==> src/rtl/alu_pkg.sv <==
// Shared types for the bit-serial ALU: op and FSM state encodings, plus a small op classifier.
package alu_pkg;

    typedef enum logic [1:0] {
        OP_NOR = 2'b00,
        OP_XOR = 2'b01,
        OP_ADD = 2'b10,
        OP_SUB = 2'b11
    } op_t;

    typedef enum logic [1:0] {
        S_IDLE = 2'd0,
        S_RUN  = 2'd1,
        S_DONE = 2'd2
    } state_t;

    // ADD and SUB are the only ops that produce a meaningful carry and overflow
    function automatic logic is_arith(input logic [1:0] op);
        return op[1];
    endfunction

endpackage

==> src/rtl/alu_serial_if.sv <==
// Request/response bundle between the operand stage and the bit-serial ALU sequencer.
interface alu_serial_if #(parameter int N = 8);

    logic         start;
    logic [N-1:0] a;
    logic [N-1:0] b;
    logic [1:0]   op;
    logic         busy;
    logic         done;
    logic [N-1:0] result;
    logic         cout;
    logic         ovf;

    modport master (
        output start, a, b, op,
        input  busy, done, result, cout, ovf
    );

    modport slave (
        input  start, a, b, op,
        output busy, done, result, cout, ovf
    );

endinterface

==> src/rtl/alu1bit.sv <==
// One-bit ALU slice: NOR, XOR, or a full-adder whose B input is inverted by op[0] for SUB.
module alu1bit
    import alu_pkg::*;
(
    input  logic       a,
    input  logic       b,
    input  logic       cin,
    input  logic [1:0] op,
    output logic       s,
    output logic       cout
);

    logic b_eff;
    logic sum;
    logic carry;

    // slice logic; the carry leaves as 0 for the logical ops
    always_comb begin
        b_eff = b ^ op[0];
        sum   = a ^ b_eff ^ cin;
        carry = (a & b_eff) | (cin & (a ^ b_eff));
        s     = 1'b0;
        cout  = 1'b0;
        case (op)
            OP_NOR: begin
                s    = ~(a | b);
                cout = 1'b0;
            end
            OP_XOR: begin
                s    = a ^ b;
                cout = 1'b0;
            end
            OP_ADD, OP_SUB: begin
                s    = sum;
                cout = carry;
            end
            default: begin
                s    = 1'b0;
                cout = 1'b0;
            end
        endcase
    end

endmodule

==> src/rtl/alu_serial.sv <==
// Bit-serial N-bit ALU sequencer: feeds one alu1bit slice LSB first and assembles the result.
module alu_serial
    import alu_pkg::*;
#(
    parameter int N = 8
) (
    input  logic         clk,
    input  logic         rst,
    alu_serial_if.slave  bus
);

    localparam int CW = (N > 1) ? $clog2(N) : 1;

    state_t        state_q,  state_d;
    logic [N-1:0]  a_sh_q,   a_sh_d;
    logic [N-1:0]  b_sh_q,   b_sh_d;
    logic [1:0]    op_q,     op_d;
    logic [CW-1:0] cnt_q,    cnt_d;
    logic          carry_q,  carry_d;
    logic [N-1:0]  result_q, result_d;
    logic          cout_q,   cout_d;
    logic          ovf_q,    ovf_d;
    logic          busy_q,   busy_d;
    logic          done_q,   done_d;

    logic          alu_s;
    logic          alu_cout;

    alu1bit u_alu1bit (
        .a    (a_sh_q[0]),
        .b    (b_sh_q[0]),
        .cin  (carry_q),
        .op   (op_q),
        .s    (alu_s),
        .cout (alu_cout)
    );

    // next-state and datapath update for the IDLE/RUN/DONE sequencer
    always_comb begin
        state_d  = state_q;
        a_sh_d   = a_sh_q;
        b_sh_d   = b_sh_q;
        op_d     = op_q;
        cnt_d    = cnt_q;
        carry_d  = carry_q;
        result_d = result_q;
        cout_d   = cout_q;
        ovf_d    = ovf_q;
        case (state_q)
            S_IDLE: begin
                if (bus.start) begin
                    a_sh_d   = bus.a;
                    b_sh_d   = bus.b;
                    op_d     = bus.op;
                    cnt_d    = {CW{1'b0}};
                    // SUB is A + ~B + 1: the +1 enters as the initial carry
                    carry_d  = (bus.op == OP_SUB);
                    result_d = {N{1'b0}};
                    cout_d   = 1'b0;
                    ovf_d    = 1'b0;
                    state_d  = S_RUN;
                end else begin
                    state_d  = S_IDLE;
                end
            end
            S_RUN: begin
                a_sh_d   = a_sh_q >> 1;
                b_sh_d   = b_sh_q >> 1;
                result_d = {alu_s, result_q[N-1:1]};
                carry_d  = alu_cout;
                cnt_d    = cnt_q + {{(CW-1){1'b0}}, 1'b1};
                if (cnt_q == CW'(N - 1)) begin
                    cout_d  = is_arith(op_q) ? alu_cout : 1'b0;
                    // carry_q here is the carry into the MSB
                    ovf_d   = is_arith(op_q) ? (carry_q ^ alu_cout) : 1'b0;
                    state_d = S_DONE;
                end else begin
                    state_d = S_RUN;
                end
            end
            S_DONE: begin
                state_d = S_IDLE;
            end
            default: begin
                state_d = S_IDLE;
            end
        endcase
        busy_d = (state_d == S_RUN);
        done_d = (state_d == S_DONE);
    end

    // sequencer state and datapath registers
    always_ff @(posedge clk or posedge rst) begin
        if (rst) begin
            state_q  <= S_IDLE;
            a_sh_q   <= {N{1'b0}};
            b_sh_q   <= {N{1'b0}};
            op_q     <= 2'b00;
            cnt_q    <= {CW{1'b0}};
            carry_q  <= 1'b0;
            result_q <= {N{1'b0}};
            cout_q   <= 1'b0;
            ovf_q    <= 1'b0;
            busy_q   <= 1'b0;
            done_q   <= 1'b0;
        end else begin
            state_q  <= state_d;
            a_sh_q   <= a_sh_d;
            b_sh_q   <= b_sh_d;
            op_q     <= op_d;
            cnt_q    <= cnt_d;
            carry_q  <= carry_d;
            result_q <= result_d;
            cout_q   <= cout_d;
            ovf_q    <= ovf_d;
            busy_q   <= busy_d;
            done_q   <= done_d;
        end
    end

    assign bus.busy   = busy_q;
    assign bus.done   = done_q;
    assign bus.result = result_q;
    assign bus.cout   = cout_q;
    assign bus.ovf    = ovf_q;

endmodule

==> src/flat_wrapper.sv <==
// flat-port wrapper written by rule: the top's interface ports become plain ports
module alu_serial_flat import alu_pkg::*;
#(
    parameter int N = 8
)
  (clk, rst, bus_start, bus_a, bus_b, bus_op, bus_busy, bus_done, bus_result, bus_cout, bus_ovf);
  alu_serial_if #(.N(N)) bus_i ();
  input  logic clk;
  input  logic rst;
  input wire logic [$bits(bus_i.start)-1:0] bus_start;
  input wire logic [$bits(bus_i.a)-1:0] bus_a;
  input wire logic [$bits(bus_i.b)-1:0] bus_b;
  input wire logic [$bits(bus_i.op)-1:0] bus_op;
  output wire logic [$bits(bus_i.busy)-1:0] bus_busy;
  output wire logic [$bits(bus_i.done)-1:0] bus_done;
  output wire logic [$bits(bus_i.result)-1:0] bus_result;
  output wire logic [$bits(bus_i.cout)-1:0] bus_cout;
  output wire logic [$bits(bus_i.ovf)-1:0] bus_ovf;
  assign bus_i.start = bus_start;
  assign bus_i.a = bus_a;
  assign bus_i.b = bus_b;
  assign bus_i.op = bus_op;
  assign bus_busy = bus_i.busy;
  assign bus_done = bus_i.done;
  assign bus_result = bus_i.result;
  assign bus_cout = bus_i.cout;
  assign bus_ovf = bus_i.ovf;
  alu_serial #(.N(N)) u_core (.clk(clk), .rst(rst), .bus(bus_i));
endmodule
==> config.mk <==
export PLATFORM = sky130hd
export DESIGN_NAME = alu_serial_flat
export DESIGN_NICKNAME = d
export VERILOG_FILES = /design/src/rtl/alu_pkg.sv /design/src/rtl/alu_serial_if.sv /design/src/rtl/alu1bit.sv /design/src/rtl/alu_serial.sv /design/src/flat_wrapper.sv
export SDC_FILE = /design/constraint.sdc
export NUM_CORES = 1
export LEC_CHECK = 0
export CAP_MARGIN = 20
export CORE_ASPECT_RATIO = 0.9
export CORE_MARGIN = 2
export CORE_UTILIZATION = 30
export DETAILED_ROUTE_END_ITERATION = 6
export GPL_TIMING_DRIVEN = 0
export HOLD_SLACK_MARGIN = 0.03
export SETUP_SLACK_MARGIN = 0.2
export SLEW_MARGIN = 20
export SYNTH_ARGS = -nofsm -noshare
export SYNTH_HDL_FRONTEND = slang
export SYNTH_SLANG_ARGS = --single-unit
export TNS_END_PERCENT = 5
==> constraint.sdc <==
create_clock -name clk -period 2.9 [get_ports clk]
set_input_delay 0.58 -clock clk [delete_from_list [all_inputs] [get_ports clk]]
set_output_delay 0.58 -clock clk [all_outputs]
set_load 0.01 [all_outputs]
* Word level (Yosys, flattened, before mapping) *
Index checks and enable logic that the tools add are counted.

operators by class
  reduce and logical (&&, ||, !) cells = 8
  bitwise logic cells = 10
  add/sub/neg operators = 1
  mux-type cells = 22
  equality and inequality tests = 10

operator list
  cell                                                                      count
  8-bit one-hot mux with 2 select lines                                     3
  8-bit 2-to-1 mux                                                          3
  2-bit equality test (second input constant)                               4
  1-bit one-hot mux with 2 select lines                                     4
  1-bit 2-to-1 mux                                                          7
  2-bit by 1-bit equality test with 1-bit output (second input constant)    3
  3-bit one-hot mux with 2 select lines                                     1
  1-bit XOR                                                                 5
  2-bit zero test                                                           2
  2-bit one-hot mux with 2 select lines                                     1
  2-bit AND reduction                                                       2
  2-bit OR reduction                                                        2
  3-bit by 1-bit adder with 3-bit output (second input constant)            1
  3-bit equality test (second input constant)                               1
  3-bit 2-to-1 mux                                                          1
  1-bit one-hot mux with 3 select lines                                     1
  3-bit AND reduction                                                       1
  1-bit AND                                                                 2
  2-bit 2-to-1 mux                                                          1
  2-bit by 1-bit inequality test with 1-bit output (second input constant)  1
  2-bit inequality test (second input constant)                             1
  1-bit OR                                                                  2
  2-bit nonzero test                                                        1
  1-bit NOT                                                                 1

storage, ports and cells
  input bits = 21
  logic and storage cells = 62
  output and inout bits = 12
  flip-flop bits (word level) = 36

* Depth between registers and ports, before layout *
  depth in word-level cells = 9
  mapped depth = 5
  depth with buffers taken out = 5

* Hierarchy *
From an unflattened synthesis, not the netlist that was laid out.

second synthesis, totals
  cells, all modules = 136
  area, all modules = 1640.3 um^2

by module, submodules not included
  module      sequential area each (um^2)  cells an instance  area an instance (um^2)  instances
  alu_serial  900.9                        127                1561.5                   1
  alu1bit     0.0                          9                  78.8                     1

* Least setup slack after synthesis *
No wires, ideal clock.

  path kind = reg2reg
  from = reg u_core.op_q[0]
  to = reg u_core.cout_q, in the netlist u_core.bus.cout
  library setup time = 64 ps
  required time = 2836 ps
  setup slack = 1431 ps
  period minus slack after synthesis = 1469 ps
  cell stages (with the launch flop) = 6
  buffers on the path = 0
  arrival = 1405 ps
  cell sequence = dfrtp_1 -> xnor2_1 -> fa_1 -> and4bb_1 -> o21ai_1 -> a21bo_1

between the ends
  cells in the longest elaborated chain, start to end = 8
  elaborated cells on any way between the ends = 15
  classes of those cells = eq/ne (3); mux (4); bitwise (5); reduce/logical (3)

RTL lines
  item                                     line               source
  start: declaration                       alu_serial.sv:17   logic [1:0] op_q, op_d;
  start signal: assignment                 alu_serial.sv:110  op_q <= op_d;
  1-bit XOR                                alu1bit.sv:19      b_eff = b ^ op[0];
  1-bit XOR                                alu1bit.sv:21      carry = (a & b_eff) | (cin & (a ^ b_eff));
  1-bit AND                                alu1bit.sv:21
  1-bit OR                                 alu1bit.sv:21
  1-bit one-hot mux with 2 select lines *  alu1bit.sv:24      case (op)
  1-bit 2-to-1 mux *                       alu_serial.sv:73   cout_d = is_arith(op_q) ? alu_cout : 1'b0;
  1-bit 2-to-1 mux *                       alu_serial.sv:72   if (cnt_q == CW'(N - 1)) begin
  1-bit one-hot mux with 2 select lines *  alu_serial.sv:49   case (state_q)
  end signal: assignment                   alu_serial.sv:114  cout_q <= cout_d;
  end: declaration                         alu_serial.sv:21   logic cout_q, cout_d;

Every way passes the cells marked *; elsewhere a longest branch is shown, timed or not. The select of a mux whose other input is x is not followed.
A chain may end at the register's enable or synchronous reset.

* Final worst setup path *
  from = reg u_core.result_q[1], in the netlist u_core.bus.result[1]
  to = out bus_result[1]

RTL lines
  item                      line                source
  start: declaration        alu_serial.sv:20    logic [N-1:0] result_q, result_d;
  start signal: assignment  alu_serial.sv:101   result_q <= {N{1'b0}};
  start signal: assignment  alu_serial.sv:113   result_q <= result_d;
  end: declaration          flat_wrapper.sv:16  output wire logic [$bits(bus_i.result)-1:0] bus_result;

No word-level cell between the ends.

==> summary by stage <==
Run status
The flow ran to the end, and the final reports show no timing, DRC or antenna violations.

Critical path
The start of the worst register-to-register path is u_core.b_sh_q[0]. The terminus of the critical flop-to-flop path is u_core.bus.cout. Data on the critical path is required at its endpoint by 2.32 ns.

STA puts the critical path data arrival time at 1.23 ns. The dominant delay contributor by cell family on the critical path is buffers and inverters. The endpoint of the worst setup timing path is bus_result[1]. The critical path starts at u_core.bus.result[1]. In this run the number of cells on the critical path is 1.

STA classifies the critical path startpoint as a flip-flop. In this run the worst path has a maximum fanout of 3. The number of buffers and inverters on the critical path is 1. The critical path goes through clkdlybuf4s50_1. The worst setup path category is reg -> out. The worst setup path is captured at an output port.

The worst register-to-register path has a depth of 5. The worst-case register-to-register setup slack is 1.32 ns. The worst stage delay on the critical path is 0.55 ns. The cell type of the slowest stage on the worst timing path is clkdlybuf4s50_1.

STA
The clock arrives with 0.00876 ns of skew. Of the available clock period, the critical path in the final layout requires 62.3%. The slew of the pin with the lowest slew margin is 0.430 ns. The number of hold violations in the final report is 0.

Setup violations remaining at the end of the flow were counted as 0. Setup repair after global routing left no endpoint under its margin. The worst-case headroom to the max-slew limit is 71.4%. The total negative slack is 0 ns. The worst path in the final design needs a cycle of 1.81 ns, including I/O delays and setup.

The upper clock frequency limit is 553 MHz. The max-slew violation total from the final report is 0.

Run
The tool flagged a number of max-cap violations equal to 0.

Floorplanning
After floorplanning, the core was divided into 25 placement rows. The total area inside the core boundary comes to 5260 sq um. For this configuration, the core starts out at a cell density of 31.1%. The area of the die is 6050 sq um. The top-level I/O count is 33. Measured along the y axis, the die boundary spans 74.0 um. Measured along the x axis, the die boundary spans 81.8 um.

Clock tree
The number of hold buffers added after CTS was 0. Clock-pin slew was measured on the worst setup and hold paths at 0.08 ns. The later pin in the worst-skew pair is clocked with a latency of 0.29 ns.

The cell chosen for the clock root is clkbuf_8. The tree built by TritonCTS fans out to 36 sinks. The count of cells resized by post-cts repair is 0. The deepest clock path buffer count is 2.

TritonCTS created 5 clock buffers. In this run the post-CTS setup repair buffer count came out at 0. The H-tree was split into 2 levels. The TritonCTS clock tree is yes.

Placed design
The global placement routability congestion is 0.713. The final HPWL from detailed placement is 2450 um. Port buffering added 32 buffers. Once placement finished, the instance area stood at 2070 sq um.

Yosys
Yosys attributes the largest share of cell area to dfrtp_1 (55%), a22oi_1 (6.4%), a22o_1 (5.9%). In the synthesized netlist, the number of instances is 143. The synthesis-stage register bit count is 36. The cell area that synthesis handed to floorplanning was 1630 sq um.

The biggest area contributor in the post-synthesis netlist is dfrtp_1. The number of warnings reported in the yosys synthesis log is 0. The number of distinct library cells after synthesis is 29. The share of the synthesized area in the top cell type is 55.1%. Sequential cells were found to cover 55.1% of the synthesized design area. Each instance of the synthesized netlist takes up on average 11.4 sq um.

Counting every net in the synthesized netlist gives 168.

Global route
The number of antenna violations at the first check in global routing was 0. Global routing used 12.8% of the available tracks across all layers. The global route total overflow is 0. Entering global routing, the biggest net connects 22 pins. The first global-routing pass estimated 5730 um of wire. The via count of the first global-routing pass was 1207.

Power and ir drop
The worst-case IR drop observed on VDD is 0.000301 V. Summed over all cells, the static leakage comes to 0.932 nW. In this run the power density over the cells is 985 nW/um^2.

Worst hold path
The startpoint identified for the worst hold timing path is u_core.cnt_q[0]. The tightest min-delay check is of the reg -> reg type.

Routing
The via-per-instance ratio is 4.81. Dividing the detail-routed wire length by the instance count gives 14.0 um. The first detailed-routing pass ran for 2 iterations. The final routed DRC violation total is 0. In this run, the number of DRC markers left after iteration 0 of detailed routing was 88. Once detail routing completed, the nets flagged for antenna violations numbered 0. The routed wire length is 3510 um. The via count is 1208.

Layout
The total non-filler cell area in the finished layout is 2190 sq um. The total of fill cells in the finished design is 498. Leaving out fill and tap cells, the most frequent cell in the layout is dfrtp_1. Cells with a size suffix above 1 make up 12.0% of the layout. From synthesis to final layout, the design area changed by 34.1%. The number of inserted diodes is 0. Leaving out fill and tap cells, the most frequent cells in the layout are dfrtp_1 (36), clkdlybuf4s50_1 (32), o21ai_1 (17).

The final layout contains 208 nets.
-- layer usage --
metal / global-route usage (%) / wire, um
met1: 17.9 / 1770
met2: 18.3 / 1500
met3: 3.16 / 162
met4: 6.67 / 85
met5: 0 / 0
-- power by group --
part,switching [mW],internal [mW]
Combinational,0.388,0.448
Clock,0.182,0.303
Sequential,0.137,0.701
Total,0.708,1.45
-- logic make-up (layout without fill, tap and decap cells) --
kind of cell	after synthesis	in the layout	synth area share, %
simple gates	24	24	9.34
xor+xnor	2	2	1.07
compound gates	60	60	24.3
flops	36	36	55.1
mux	3	3	2.07
buf+inv	14	55	4.59
fa+ha+maj	4	4	3.52
-- sequential cells by signal, indices dropped and copies added (netlist names) --
signal,cells
u_core.a_sh_q,8
u_core.b_sh_q,8
u_core.bus.busy,1
u_core.bus.cout,1
u_core.bus.done,1
u_core.bus.ovf,1
u_core.bus.result,8
u_core.carry_q,1
u_core.cnt_q,3
u_core.op_q,2
u_core.state_q,2
-- area by class of cell --
type                    instances  area [sq um]  area share (%)
multi-input cells              93           658            30.0
plain buffers                  10          60.1            2.74
inverters                       4          15.0           0.685
clock inverters                 1          30.0            1.37
clock buffers                   7          96.3            4.39
repair buffers                 33           348            15.9
well taps                      67          83.8            3.82
flip-flops and latches         36           901            41.1
-- synth_stat cells --
cell type,n
dfrtp_1,36
o21ai_1,17
a22oi_1,14
a21oi_1,12
a22o_1,11
nor2b_1,9
nand2_1,8
buf_2,6
inv_1,4
ha_1,3
and2_1,2
buf_4,2
mux2_1,2
xnor2_1,2
a21bo_1,1
a2bb2oi_1,1
a311oi_1,1
a32o_1,1
and2b_1,1
and4bb_1,1
buf_6,1
clkbuf_1,1
fa_1,1
mux2_2,1
nand2b_1,1
nor2b_2,1
nor3b_4,1
o21ai_0,1
o21bai_1,1
-- how the worst min path moves through the flow --
| stage | end | slack (ns) | cells past startpoint |
|---|---|---|---|
| 6_report | u_core.cnt_q[0] | 0.49 | 1 |
| 4_1_cts | u_core.bus.cout | 0.50 | 1 |
| 3_3_place_gp | u_core.a_sh_q[1] | 0.47 | 2 |
| 5_1_grt | u_core.a_sh_q[0] | 0.52 | 2 |
| 3_5_place_dp | u_core.bus.cout | 0.47 | 1 |
| 2_1_floorplan | u_core.cnt_q[0] | 0.45 | 1 |
-- through the flow --
stage          cells  util [%]  setup slack (ns)  hold slack (ns)  power [mW]
2_1_floorplan    143         -              1.43            0.452        1.39
3_3_place_gp     242      38.8             0.648            0.471        1.68
3_5_place_dp     243      39.3             0.916            0.466        1.69
4_1_cts          251      41.7              1.08            0.495        2.19
5_1_grt          251      41.7              1.05            0.519        2.33
6_report         251      41.7              1.09            0.489        2.16
Note: power is estimated with default switching activity, not from simulation.
